===== config.mk =====
export PLATFORM = sky130hd
export DESIGN_NAME = sync_filter_block
export DESIGN_NICKNAME = d
export VERILOG_FILES = /design/src/rtl/sync_filter_block.sv
export SDC_FILE = /design/constraint.sdc
export NUM_CORES = 1
export LEC_CHECK = 0
export BUFFER_PORTS_ARGS = -buffer_cell sky130_fd_sc_hd__buf_2
export CORE_MARGIN = 4
export CORE_UTILIZATION = 35
export CTS_CLUSTER_SIZE = 14
export DETAILED_ROUTE_END_ITERATION = 12
export SLEW_MARGIN = 20
export SYNTH_ARGS = -nofsm -noshare
export SYNTH_HDL_FRONTEND = slang
export SYNTH_SLANG_ARGS = --single-unit

===== constraint.sdc =====
create_clock -name clk -period 1.8 [get_ports clk]
set_input_delay 0.09 -clock clk [delete_from_list [all_inputs] [get_ports clk]]
set_output_delay 0.09 -clock clk [all_outputs]
set_load 0.01 [all_outputs]

===== src/rtl/sync_filter_block.sv =====
// sync_filter_block: per-channel CDC synchronizer plus glitch filter with edge strobes and a glitch counter
module sync_filter_block #(
  parameter int                 C_WIDTH         = 4,
  parameter int                 C_NUM_SYNC_REGS = 3,
  parameter int                 C_FILTER_CYCLES = 8,
  parameter logic [C_WIDTH-1:0] C_RESET_VAL     = '0
) (
  input  logic               clk,
  input  logic               reset,
  input  logic [C_WIDTH-1:0] data_in,
  input  logic               filter_en,
  input  logic               glitch_clr,
  output logic [C_WIDTH-1:0] data_out,
  output logic [C_WIDTH-1:0] rise_pulse,
  output logic [C_WIDTH-1:0] fall_pulse,
  output logic [15:0]        glitch_cnt
);
  localparam int CW = $clog2(C_FILTER_CYCLES + 1);
  (* ASYNC_REG = "TRUE", SHREG_EXTRACT = "NO" *) logic [C_WIDTH-1:0] sync_q [C_NUM_SYNC_REGS];
  logic [CW-1:0]      cnt_q [C_WIDTH];
  logic [CW-1:0]      cnt_d [C_WIDTH];
  logic [C_WIDTH-1:0] s, dout_q, dout_d, rise_q, fall_q;
  logic [15:0]        gcnt_q, gcnt_d;
  logic               glitch;
  assign s = sync_q[C_NUM_SYNC_REGS-1];
  always_comb begin
    dout_d = dout_q;
    glitch = 1'b0;
    for (int i = 0; i < C_WIDTH; i++) begin
      cnt_d[i] = '0;
      if (!filter_en) dout_d[i] = s[i];
      else if (s[i] == dout_q[i]) glitch = glitch | (cnt_q[i] != '0);
      else if (cnt_q[i] == CW'(C_FILTER_CYCLES - 1)) dout_d[i] = s[i];
      else cnt_d[i] = cnt_q[i] + 1'b1;
    end
    gcnt_d = glitch_clr ? '0 : (glitch && gcnt_q != 16'hFFFF) ? gcnt_q + 16'd1 : gcnt_q;
  end
  always_ff @(posedge clk or posedge reset) begin
    if (reset) begin
      for (int k = 0; k < C_NUM_SYNC_REGS; k++) sync_q[k] <= C_RESET_VAL;
      for (int i = 0; i < C_WIDTH; i++) cnt_q[i] <= '0;
      dout_q <= C_RESET_VAL;
      rise_q <= '0;
      fall_q <= '0;
      gcnt_q <= '0;
    end else begin
      sync_q[0] <= data_in;
      for (int k = 1; k < C_NUM_SYNC_REGS; k++) sync_q[k] <= sync_q[k-1];
      for (int i = 0; i < C_WIDTH; i++) cnt_q[i] <= cnt_d[i];
      dout_q <= dout_d;
      rise_q <= dout_d & ~dout_q;
      fall_q <= ~dout_d & dout_q;
      gcnt_q <= gcnt_d;
    end
  end
  assign data_out   = dout_q;
  assign rise_pulse = rise_q;
  assign fall_pulse = fall_q;
  assign glitch_cnt = gcnt_q;
endmodule


# After elaboration in Yosys (flattened, before gate mapping)
# Index checks and enable logic that the tools add are counted.
# totals
wordCells	72
out_inout_bits	28
register_bits	56
# classes
eq_ne	9
n_mux	34
reduce_logical	6
add_sub_neg	5
bitwise	7
# ops
op	count
4-bit 2-to-1 mux	12
16-bit 2-to-1 mux	2
1-bit 2-to-1 mux	20
16-bit by 1-bit adder with 16-bit output, second input constant	1
4-bit by 1-bit adder with 4-bit output, second input constant	4
4-bit by 3-bit == test with 1-bit output, second input constant	4
16-bit inequality test, second input constant	1
4-bit nonzero test	4
4-bit AND	2
4-bit inverter	2
1-bit == test	4
1-bit OR	3
2-bit nonzero test	1
1-bit logical AND	1

# Logic depth before layout (Yosys ltp)
# Gate-level depths: netlist of the first run.
# logic_depth
ltp_word	15
ltp_mapped	8

# Worst setup path after synthesis of the first run
# No wires, ideal clock.
# synth_path
path_type	flip-flop to flip-flop
start	register gcnt_q[0] (netlist: glitch_cnt[0])
end	register gcnt_q[2] (netlist: glitch_cnt[2])
synth_period_minus_slack_ns	1.929
path_stages_with_launch	8
n_path_buf	1
slack_ns	-0.129
arrival_time_ns	1.801
required_ns	1.673
cell_sequence	dfrtp_1 -> ha_1 -> nand4_1 -> o41ai_4 -> buf_6 -> inv_2 -> nand3_1 -> mux2_1
# synth_between
elab_chain_cells	3
elab_cells_between_ends	6
classes_between	1 x add/sub; 1 x eq/ne; 2 x mux; 2 x reduce/logical
# synth_rtl
element	line	text
start, declared	23	logic [15:0] gcnt_q, gcnt_d;
start signal, assigned	53	gcnt_q <= gcnt_d;
16-bit by 1-bit adder with 16-bit output or 16-bit inequality test (tied branches)	36	gcnt_d = glitch_clr ? '0 : (glitch && gcnt_q != 16'hFFFF) ? gcnt_q + 16'd1 : gcnt_q;
16-bit 2-to-1 mux or 1-bit logical AND (tied branches)	36	
16-bit 2-to-1 mux or 2-bit nonzero test (tied branches)	n/a	
# Several ways; a longest one is shown, not always the timed one. The select of a mux whose other input is x is not followed.
# A chain may end at the register's enable or synchronous reset.

# Final worst setup path of the first run
# layout_path
start	register cnt_q[4] in the netlist's numbering
end	register gcnt_q[2] (netlist: glitch_cnt[2])
# layout_between
elab_chain_cells	9
# layout_rtl
element	line	text
start, declared	20	logic [CW-1:0] cnt_q [C_WIDTH];
4-bit nonzero test (*)	32	else if (s[i] == dout_q[i]) glitch = glitch | (cnt_q[i] != '0);
1-bit OR (*)	32	
1-bit 2-to-1 mux (*)	32	
1-bit 2-to-1 mux (*)	31	if (!filter_en) dout_d[i] = s[i];
1-bit OR	32	
1-bit 2-to-1 mux	32	
1-bit 2-to-1 mux (*)	31	
1-bit logical AND (*)	36	
2-bit nonzero test (no source line) (*)	n/a	
# Every way passes the cells marked *; elsewhere a longest branch is shown, timed or not.

==> results of run 1 <==
-- final cells by class --
class / count / area [sq um]
Timing Repair Buffer: 81 / 549.3
Multi-Input combinational cell: 151 / 1170
Clock inverter: 1 / 7.507
Clock buffer: 7 / 86.33
Tap cell: 96 / 120.1
Fill cell: 658 / 3567
Inverter: 10 / 40.04
Sequential cell: 56 / 1404
-- where the power goes --
group / total, W / internal [W] / switching, W / leakage, nW
logic: 0.000443 / 0.000206 / 0.000237 / 0.839
clock network: 0.000709 / 0.000314 / 0.000396 / 0.0445
registers: 0.00134 / 0.00131 / 0.0000305 / 0.733
-- logic make-up after synthesis --
kind of cell,count (synthesis),share of synthesized area
AND/OR/NAND/NOR,89,0.2077
multiplexers,6,0.02779
AO/OA/AOI/OAI,36,0.09897
buffers and inverters,17,0.03802
XOR/XNOR,11,0.03754
adder cells (fa/ha/maj),9,0.04388
flip-flops,56,0.5461
-- routing by layer --
| layer | global-route usage | share of wire | vias up |
|---|---|---|---|
| met2 | 0.2198 | 0.48 | 34 |
| met1 | 0.1565 | 0.45 | 968 |
| met4 | 0.04934 | 0.014 | 0 |
| li1 | - | - | 964 |
| met3 | 0.03379 | 0.049 | 5 |
| met5 | 0 | 0 | - |
-- cell usage after synthesis, types with 3 or more instances --
| cell type | n |
|---|---|
| ha_1 | 9 |
| nor3b_1 | 6 |
| inv_1 | 9 |
| buf_6 | 3 |
| dfrtp_1 | 56 |
| mux2_2 | 4 |
| nand3_1 | 16 |
| a21oi_1 | 15 |
| xor2_1 | 10 |
| and3_1 | 10 |
| o31ai_1 | 11 |
| nor2_1 | 17 |
| nand2_1 | 9 |
| or4_1 | 12 |
| a21oi_2 | 4 |
| nand4_1 | 4 |
-- what timing repair did --
item,in CTS,in global routing
setup buffers,1,1
hold endpoints to repair,24,0
resized for setup,4,18
setup endpoints to repair,4,13
pin swaps,1,7
cloned,0,0
hold buffers,5,0
-- worst max path at each step --
stage	end	slack, ns	cells past startpoint
after detailed placement	glitch_cnt[2]	-0.04	5
final	glitch_cnt[2]	0.02	6
after global routing	glitch_cnt[2]	-0.09	6
after CTS	glitch_cnt[2]	-0.0004	5
after global placement	glitch_cnt[2]	-0.01	5
after floorplan	glitch_cnt[2]	-0.10	7
-- sequential cells by signal (all words and copies together), names as in the netlist --
| signal | count |
|---|---|
| cnt_q | 16 |
| glitch_cnt | 16 |
| sync_q | 8 |
| rise_pulse | 4 |
| data_out | 4 |
| s | 4 |
| fall_pulse | 4 |
-- worst min-delay path, delay by kind of cell --
family | cells | cell delay, ns
buf+inv | 1 | 0.19
simple gates | 2 | 0.17
-- metrics by stage --
stage          power, W    util
2_1_floorplan  0.001617       -
3_3_place_gp   0.001783  0.4512
3_5_place_dp   0.001790  0.4512
4_1_cts        0.002528  0.4766
5_1_grt        0.002643  0.4863
6_report       0.002494  0.4863
==> impl_metrics.py, run 1 <==
metrics = {
    "run_status": {
        "status": "complete, no violations",
    },
    "placement": {
        "dp_hpwl_microns": 3768,
        "placed_area_sq_um": 3133,
        "dp_slack_ns": -0.03870,
        "gp_congestion": 0.7832,
        "dp.cells": 387,
        "portBuffers": 35,
    },
    "critical_path": {
        "cp_top_family": "simple AND/OR/NAND/NOR gates",
        "worstPathArrival_ns": 1.99,
        "ff2ff_setup_slack_ns": 0.02,
        "cp-start-kind": "flip-flop",
        "cp_num_buf_inv": 1,
        "critPathKind": "flip-flop to flip-flop",
        "crit_required_ns": 2.00,
        "path_cells": "inv_1, ha_2, a21oi_2, or4_1, nand3_2, mux2_4",
        "critPathMaxFanout": 2,
        "slowest_stage": "or4_1",
        "critPathMaxStageDelay_ns": 0.57,
        "r2r-start": "cnt_q[4]",
        "cp-end-kind": "flip-flop",
        "r2r_end": "glitch_cnt[2]",
        "cp-startpoint": "cnt_q[4]",
        "r2r_cells": 6,
    },
    "floorplan": {
        "rows": 30,
        "io_pins": 36,
        "die_height_microns": 93.63,
        "die_x_microns": 93.63,
        "core_sq_um": 6944,
        "die_area_sq_um": 8766,
        "start_util": 0.3695,
    },
    "worst_hold_path": {
        "min_path_cells": 3,
        "min_to": "cnt_q[12]",
        "hold_class": "primary input to flip-flop",
        "hold_start": "filter_en",
    },
    "clocking": {
        "cts_tree": "built",
        "clock-sinks": 56,
        "cts.path.max_buffers": 2,
        "cts_root_buf": "clkbuf_8",
        "cts_max_level": 2,
        "cts_buffers": 5,
        "worst_skew_pair.late_latency_ns": 0.31,
        "clk_pin_slew_ns": 0.10,
    },
    "synthesis": {
        "async_flop_share": 1.000,
        "synth_top_area_frac": 0.5461,
        "netlist_area_sq_um": 2566,
        "synthDistinctLibCells": 38,
        "syn_inst": 224,
        "yosysSeqAreaShare": 0.5461,
        "synth_edf_count": 0,
        "synth_nets": 241,
        "syn_area_per_cell_sq_um": 11.46,
        "synth_seq_cells": 56,
        "synth_top_cell_by_area": "dfrtp_1",
        "ys_warn_count": 0,
        "yosys-top-cells-area": "dfrtp_1 55%, ha_1 4.4%, or4_1 3.5%, xor2_1 3.4%, o31ai_1 3.2%",
        "synth_flop_cell": "dfrtp_1",
    },
    "timing": {
        "rsz0062_at_grt": "true",
        "relSlewSlack": 0.6973,
        "period_minus_slack_ns": 1.785,
        "maxSlewViolCount": 0,
        "period_share": 0.9915,
        "skew_ns": 0.005332,
        "final.setup.tns_ns": 0,
        "fmax_mhz": 560.3,
        "hold_ws_ns": 0.1703,
        "tightest_slew_ns": 0.4534,
        "fin_ws_ns": 0.01522,
        "setup_violations": 0,
        "hold_viol": 0,
    },
    "power_and_ir_drop": {
        "p_leak_nw": 1.617,
        "power_density_nw_per_um2": 738.4,
        "worst_ir_drop_vdd_mv": 0.3854,
    },
    "routing": {
        "routed_wl_microns": 5155,
        "dr.pass1.iters": 4,
        "drt_iter0_drc": 82,
        "detail-route-antenna-nets": 0,
        "wl_per_cell_microns": 12.82,
        "drc": 0,
        "vias": 1971,
        "viasPerCell": 4.903,
    },
    "layout": {
        "antennaDiodeCount": 0,
        "finalInstanceArea_sq_um": 3377,
        "final_common_cell": "dfrtp_1",
        "nets": 322,
        "final_cell_mix": "54 x dfrtp_1, 39 x buf_4, 35 x buf_2, 17 x nor2_1, 15 x nand3_1",
        "drive_gt1_frac": 0.4020,
        "stdcell_count": 402,
        "syn_to_final_growth_pct": 31.59,
    },
    "job": {
        "maxCapViolCount": 0,
    },
    "global_routing": {
        "grt_pass1_wl_microns": 9101,
        "grt_pass1_vias": 1975,
        "grt_max_degree": 26,
        "antenna_found_initial": 0,
        "grt_use_total": 0.1292,
        "gr-total-overflow": 0,
    },
}
(Power assumes the default switching activity.)
==> inputs of run 2 (changes only) <==
--- a/config.mk
+++ b/config.mk
@@ -7,9 +7,11 @@
 export LEC_CHECK = 0
 export BUFFER_PORTS_ARGS = -buffer_cell sky130_fd_sc_hd__buf_2
 export CORE_MARGIN = 4
-export CORE_UTILIZATION = 35
+export CORE_UTILIZATION = 45
 export CTS_CLUSTER_SIZE = 14
 export DETAILED_ROUTE_END_ITERATION = 12
+export PLACE_DENSITY = 0.68
+export REMOVE_ABC_BUFFERS = 1
 export SLEW_MARGIN = 20
 export SYNTH_ARGS = -nofsm -noshare
 export SYNTH_HDL_FRONTEND = slang
==> impl_metrics.py, run 2 (synthesis gave the netlist of run 1 again) <==
metrics = {
    "routing": {
        "routed_wl_microns": 5428,
        "detail-route-antenna-nets": 0,
        "dr.pass1.iters": 4,
        "drc": 0,
        "drt_iter0_drc": 96,
        "wl_per_cell_microns": 13.74,
        "viasPerCell": 5.301,
        "vias": 2094,
    },
    "power_and_ir_drop": {
        "power_density_nw_per_um2": 808.3,
        "p_leak_nw": 1.748,
        "worst_ir_drop_vdd_mv": 0.3988,
    },
    "run_status": {
        "violations": "negative setup slack",
        "status": "finished with violations",
    },
    "global_routing": {
        "antenna_found_initial": 0,
        "grt_use_total": 0.1631,
        "grt_pass1_vias": 2094,
        "gr-total-overflow": 0,
        "grt_pass1_wl_microns": 9453,
        "grt_max_degree": 57,
    },
    "timing": {
        "rsz0062_at_grt": "true",
        "maxSlewViolCount": 0,
        "period_share": 1.015,
        "relSlewSlack": 0.7353,
        "skew_ns": 0.008293,
        "period_minus_slack_ns": 1.828,
        "hold_viol": 0,
        "fin_ws_ns": -0.02778,
        "tightest_slew_ns": 0.3957,
        "final.setup.tns_ns": -0.1074,
        "setup_violations": 5,
        "fmax_mhz": 547.1,
    },
    "critical_path": {
        "critPathKind": "flip-flop to flip-flop",
        "ff2ff_setup_slack_ns": -0.03,
        "crit_required_ns": 2.04,
        "cp-start-kind": "flip-flop",
        "path_cells": "xor2_2, a21oi_4, buf_6, nor4_4, buf_4, or4_1, a21oi_2",
        "slowest_stage": "or4_1",
        "cp.depth": 7,
        "r2r_end": "glitch_cnt[11]",
        "cp_top_family": "simple AND/OR/NAND/NOR gates",
        "worstPathArrival_ns": 2.07,
        "cp_num_buf_inv": 2,
        "r2r-start": "s[1]",
        "critPathMaxStageDelay_ns": 0.51,
        "critPathMaxFanout": 7,
        "r2r_cells": 7,
        "cp-end-kind": "flip-flop",
    },
    "clocking": {
        "cts_root_buf": "clkbuf_8",
        "worst_skew_pair.late_latency_ns": 0.30,
        "cts_tree": "built",
        "clk_pin_slew_ns": 0.10,
        "clock-sinks": 56,
        "cts_buffers": 5,
        "cts.path.max_buffers": 2,
        "cts_max_level": 2,
    },
    "layout": {
        "drive_gt1_frac": 0.4303,
        "final_common_cell": "dfrtp_1",
        "stdcell_count": 395,
        "syn_to_final_growth_pct": 39.83,
        "nets": 340,
        "final_cell_mix": "56 x dfrtp_1, 50 x buf_4, 35 x buf_2, 16 x nor2_1, 15 x nand3_1",
        "antennaDiodeCount": 0,
    },
    "worst_hold_path": {
        "hold_class": "primary input to flip-flop",
        "hold_start": "glitch_clr",
        "min_to": "glitch_cnt[8]",
        "min_path_cells": 2,
    },
    "placement": {
        "dp.cells": 367,
        "gp_congestion": 0.8080,
        "portBuffers": 35,
        "dp_hpwl_microns": 3476,
    },
    "floorplan": {
        "die_area_sq_um": 6975,
        "io_pins": 36,
        "rows": 27,
        "die_x_microns": 83.52,
        "die_height_microns": 83.52,
        "start_util": 0.4660,
        "core_sq_um": 5507,
    },
    "job": {
        "maxCapViolCount": 0,
    },
}
[run 2: layer usage]
metal,GRT usage,share of wire
met2,0.2777,0.50
met5,0,0
met4,0.04386,0.0064
met3,0.03850,0.053
met1,0.2091,0.44
[run 2: area by class of cell]
cell class,count,area [sq um]
clock inverter,2,60.06
timing repair buffer,98,708.2
inverter,10,37.54
sequential,56,1401
fill,417,1918
multi-input combinational,152,1222
tap,72,90.09
clock buffer,5,68.82
[run 2: worst max-delay path by stage]
stage / start / to / slack, ns
CTS: data_out[1] / glitch_cnt[3] / -0.03
detailed placement: s[1] / glitch_cnt[3] / -0.09
global route: s[1] / glitch_cnt[8] / -0.11
global placement: s[2] / glitch_cnt[14] / -0.03
finish: s[1] / glitch_cnt[11] / -0.03
floorplan: glitch_cnt[0] / glitch_cnt[2] / -0.43
[run 2: stage by stage]
step	total power (W)	cell area, sq um	worst slack (ns)	util	hold WS [ns]
after detailed placement	0.001792	3119	-0.08809	0.5665	0.1704
after floorplan	0.001565	2506	-0.4286	-	0.1214
after CTS	0.002901	3483	-0.02552	0.6326	0.1729
final	0.002901	3588	-0.02778	0.6517	0.1982
after global routing	0.003039	3588	-0.1079	0.6517	0.2123
after global placement	0.001780	3119	-0.02787	0.5665	0.1676
[run 2: repair_timing]
action | 4_1_cts | 5_1_grt
buffers inserted | 12 | 5
endpoints found under the setup margin | 13 | 16
hold endpoints to repair | 60 | 0
gates cloned | 1 | 0
resized for setup | 18 | 18
pin swaps | 21 | 12
hold buffers | 5 | 0
[run 2: where the power goes]
group / total [W] / internal [W] / switching, W
logic: 0.000625 / 0.000328 / 0.000297
clock network: 0.000937 / 0.000548 / 0.000390
registers: 0.00134 / 0.00131 / 0.0000286
==> inputs of run 3 (changes only) <==
--- a/config.mk
+++ b/config.mk
@@ -10,7 +10,7 @@
 export CORE_UTILIZATION = 45
 export CTS_CLUSTER_SIZE = 14
 export DETAILED_ROUTE_END_ITERATION = 12
-export PLACE_DENSITY = 0.68
+export PLACE_DENSITY = 0.75
 export REMOVE_ABC_BUFFERS = 1
 export SLEW_MARGIN = 20
 export SYNTH_ARGS = -nofsm -noshare
==> impl_metrics.py, run 3 (synthesis gave the netlist of run 1 again) <==
metrics = {
    "timing": {
        "skew_ns": 0.004675,
        "maxSlewViolCount": 0,
        "fin_ws_ns": -0.09904,
        "hold_viol": 0,
        "fmax_mhz": 526.6,
        "rsz0062_at_grt": "true",
        "setup_violations": 13,
        "period_share": 1.055,
        "tightest_slew_ns": 0.4591,
        "relSlewSlack": 0.6935,
        "period_minus_slack_ns": 1.899,
    },
    "power_and_ir_drop": {
        "switching_share": 0.2813,
        "p_int_w": 0.001896,
        "power_density_nw_per_um2": 745.6,
        "combPwrFrac": 0.208,
        "worst_ir_drop_vdd_mv": 0.4806,
        "p_leak_nw": 1.712,
        "switchingPower_w": 0.0007418,
        "p_seq_frac": 0.507,
        "pwr-share-clk": 0.285,
    },
    "clocking": {
        "clk_pin_slew_ns": 0.10,
        "cts_max_level": 2,
        "clock-sinks": 56,
        "cts.path.max_buffers": 2,
        "worst_skew_pair.late_latency_ns": 0.31,
        "cts_tree": "built",
        "cts_buffers": 5,
        "cts_root_buf": "clkbuf_8",
    },
    "layout": {
        "final_common_cell": "dfrtp_1",
        "drive_gt1_frac": 0.4389,
        "stdcell_count": 391,
        "antennaDiodeCount": 0,
        "final_cell_mix": "55 x dfrtp_1, 45 x buf_4, 36 x buf_2, 17 x nor2_1, 15 x nand3_1",
        "syn_to_final_growth_pct": 37.84,
        "nets": 335,
    },
    "floorplan": {
        "start_util": 0.4660,
        "rows": 27,
        "die_height_microns": 83.52,
        "io_pins": 36,
        "core_sq_um": 5507,
        "die_x_microns": 83.52,
        "die_area_sq_um": 6975,
    },
    "critical_path": {
        "crit_required_ns": 2.05,
        "worstPathArrival_ns": 2.15,
        "cp-start-kind": "flip-flop",
        "cp-end-kind": "flip-flop",
        "critPathMaxFanout": 14,
        "critPathKind": "flip-flop to flip-flop",
    },
    "placement": {
        "portBuffers": 35,
        "dp.cells": 366,
        "dp_slack_ns": -0.1278,
        "gp_congestion": 0.7549,
        "dp_hpwl_microns": 3788,
    },
    "global_routing": {
        "antenna_found_initial": 0,
        "grt_busiest_layer": "met2",
        "grt_pass1_wl_microns": 9756,
        "grt_use_total": 0.1695,
        "gr-total-overflow": 0,
        "grt_max_degree": 36,
        "grt_util_met3": 0.04146,
        "use_met2": 0.3054,
        "grt_pass1_vias": 2188,
        "grt_use_met1": 0.1994,
    },
    "routing": {
        "vias": 2101,
        "drt_iter0_drc": 51,
        "routed_wl_microns": 5828,
        "wl_per_cell_microns": 14.91,
        "dr.pass1.iters": 4,
        "detail-route-antenna-nets": 0,
        "viasPerCell": 5.373,
        "drc": 0,
    },
    "run_status": {
        "violations": "negative setup slack",
        "status": "finished with violations",
    },
    "job": {
        "maxCapViolCount": 0,
    },
    "worst_hold_path": {
        "hold_class": "primary input to flip-flop",
    },
}
-- run 3: changes by cell type in the layout (fill, tap and decap cells not counted), sizes merged --
cell    delta
bufinv     -2
clkbuf     +2
inv        +2
buf        -5
nor4       -1
-- run 3: repair_timing --
item                       CTS  global route
hold buffers                 5             0
hold endpoints to repair    25             0
setup endpoints to repair   15            16
buffers inserted             3             6
gates resized for setup     16            29
pin swaps                   23            13
gates cloned                 2             1
-- run 3: final timing paths --
kind	from	endpoint	slack, ns	cells past startpoint
min in group asynchronous	reset	rise_pulse[0]	0.33	3
max	glitch_cnt[1]	glitch_cnt[6]	-0.1	7
max in group asynchronous	reset	glitch_cnt[4]	0.92	4
min	glitch_clr	glitch_cnt[3]	0.21	2
max reg2reg	glitch_cnt[1]	glitch_cnt[6]	-0.1	7
min reg2reg	sync_q[4]	s[0]	0.36	0
-- run 3: cell type report --
cell class | count | area [sq um]
Clock inverter | 2 | 17.52
Multi-Input combinational cell | 151 | 1214
Tap cell | 72 | 90.09
Timing Repair Buffer | 94 | 693.2
Clock buffer | 6 | 82.58
Inverter | 10 | 37.54
Sequential cell | 56 | 1403
Fill cell | 428 | 1969
-- run 3: routing by layer --
| layer | share of wire | vias to the layer above |
|---|---|---|
| met2 | 0.54 | 62 |
| met1 | 0.39 | 1034 |
| met3 | 0.059 | 9 |
| li1 | - | 996 |
| met4 | 0.014 | 0 |
| met5 | 0 | - |
-- run 3: worst max-delay path, stage by stage (launching register included) --
cell and delay [ns]:
dfrtp_1 0.41, ha_2 0.21, nand4_1 0.16, o41ai_4 0.11, buf_6 0.15, buf_12 0.14
or4_4 0.48, a21oi_2 0.16
-- run 3: power by group through the flow --
stage                     Clock (W)  Combinational [W]  Sequential (W)
after global placement            0           0.000420         0.00136
after global routing       0.000817           0.000601         0.00135
after CTS                  0.000773           0.000492         0.00134
final                      0.000751           0.000548         0.00134
after floorplan                   0           0.000183         0.00138
after detailed placement          0           0.000433         0.00136
-- run 3: through the flow --
stage / hold WS, ns / TNS, ns / power, W / utilization / area [sq um]
floorplan: 0.1214 / -3.429 / 0.001565 / - / 2506
global placement: 0.1205 / -0.3548 / 0.001778 / 0.5628 / 3099
detailed placement: 0.1295 / -1.163 / 0.001793 / 0.5628 / 3099
CTS: 0.1802 / -0.3291 / 0.002604 / 0.6078 / 3347
global route: 0.2311 / -1.941 / 0.002763 / 0.6424 / 3537
finish: 0.2092 / -0.8231 / 0.002637 / 0.6424 / 3537
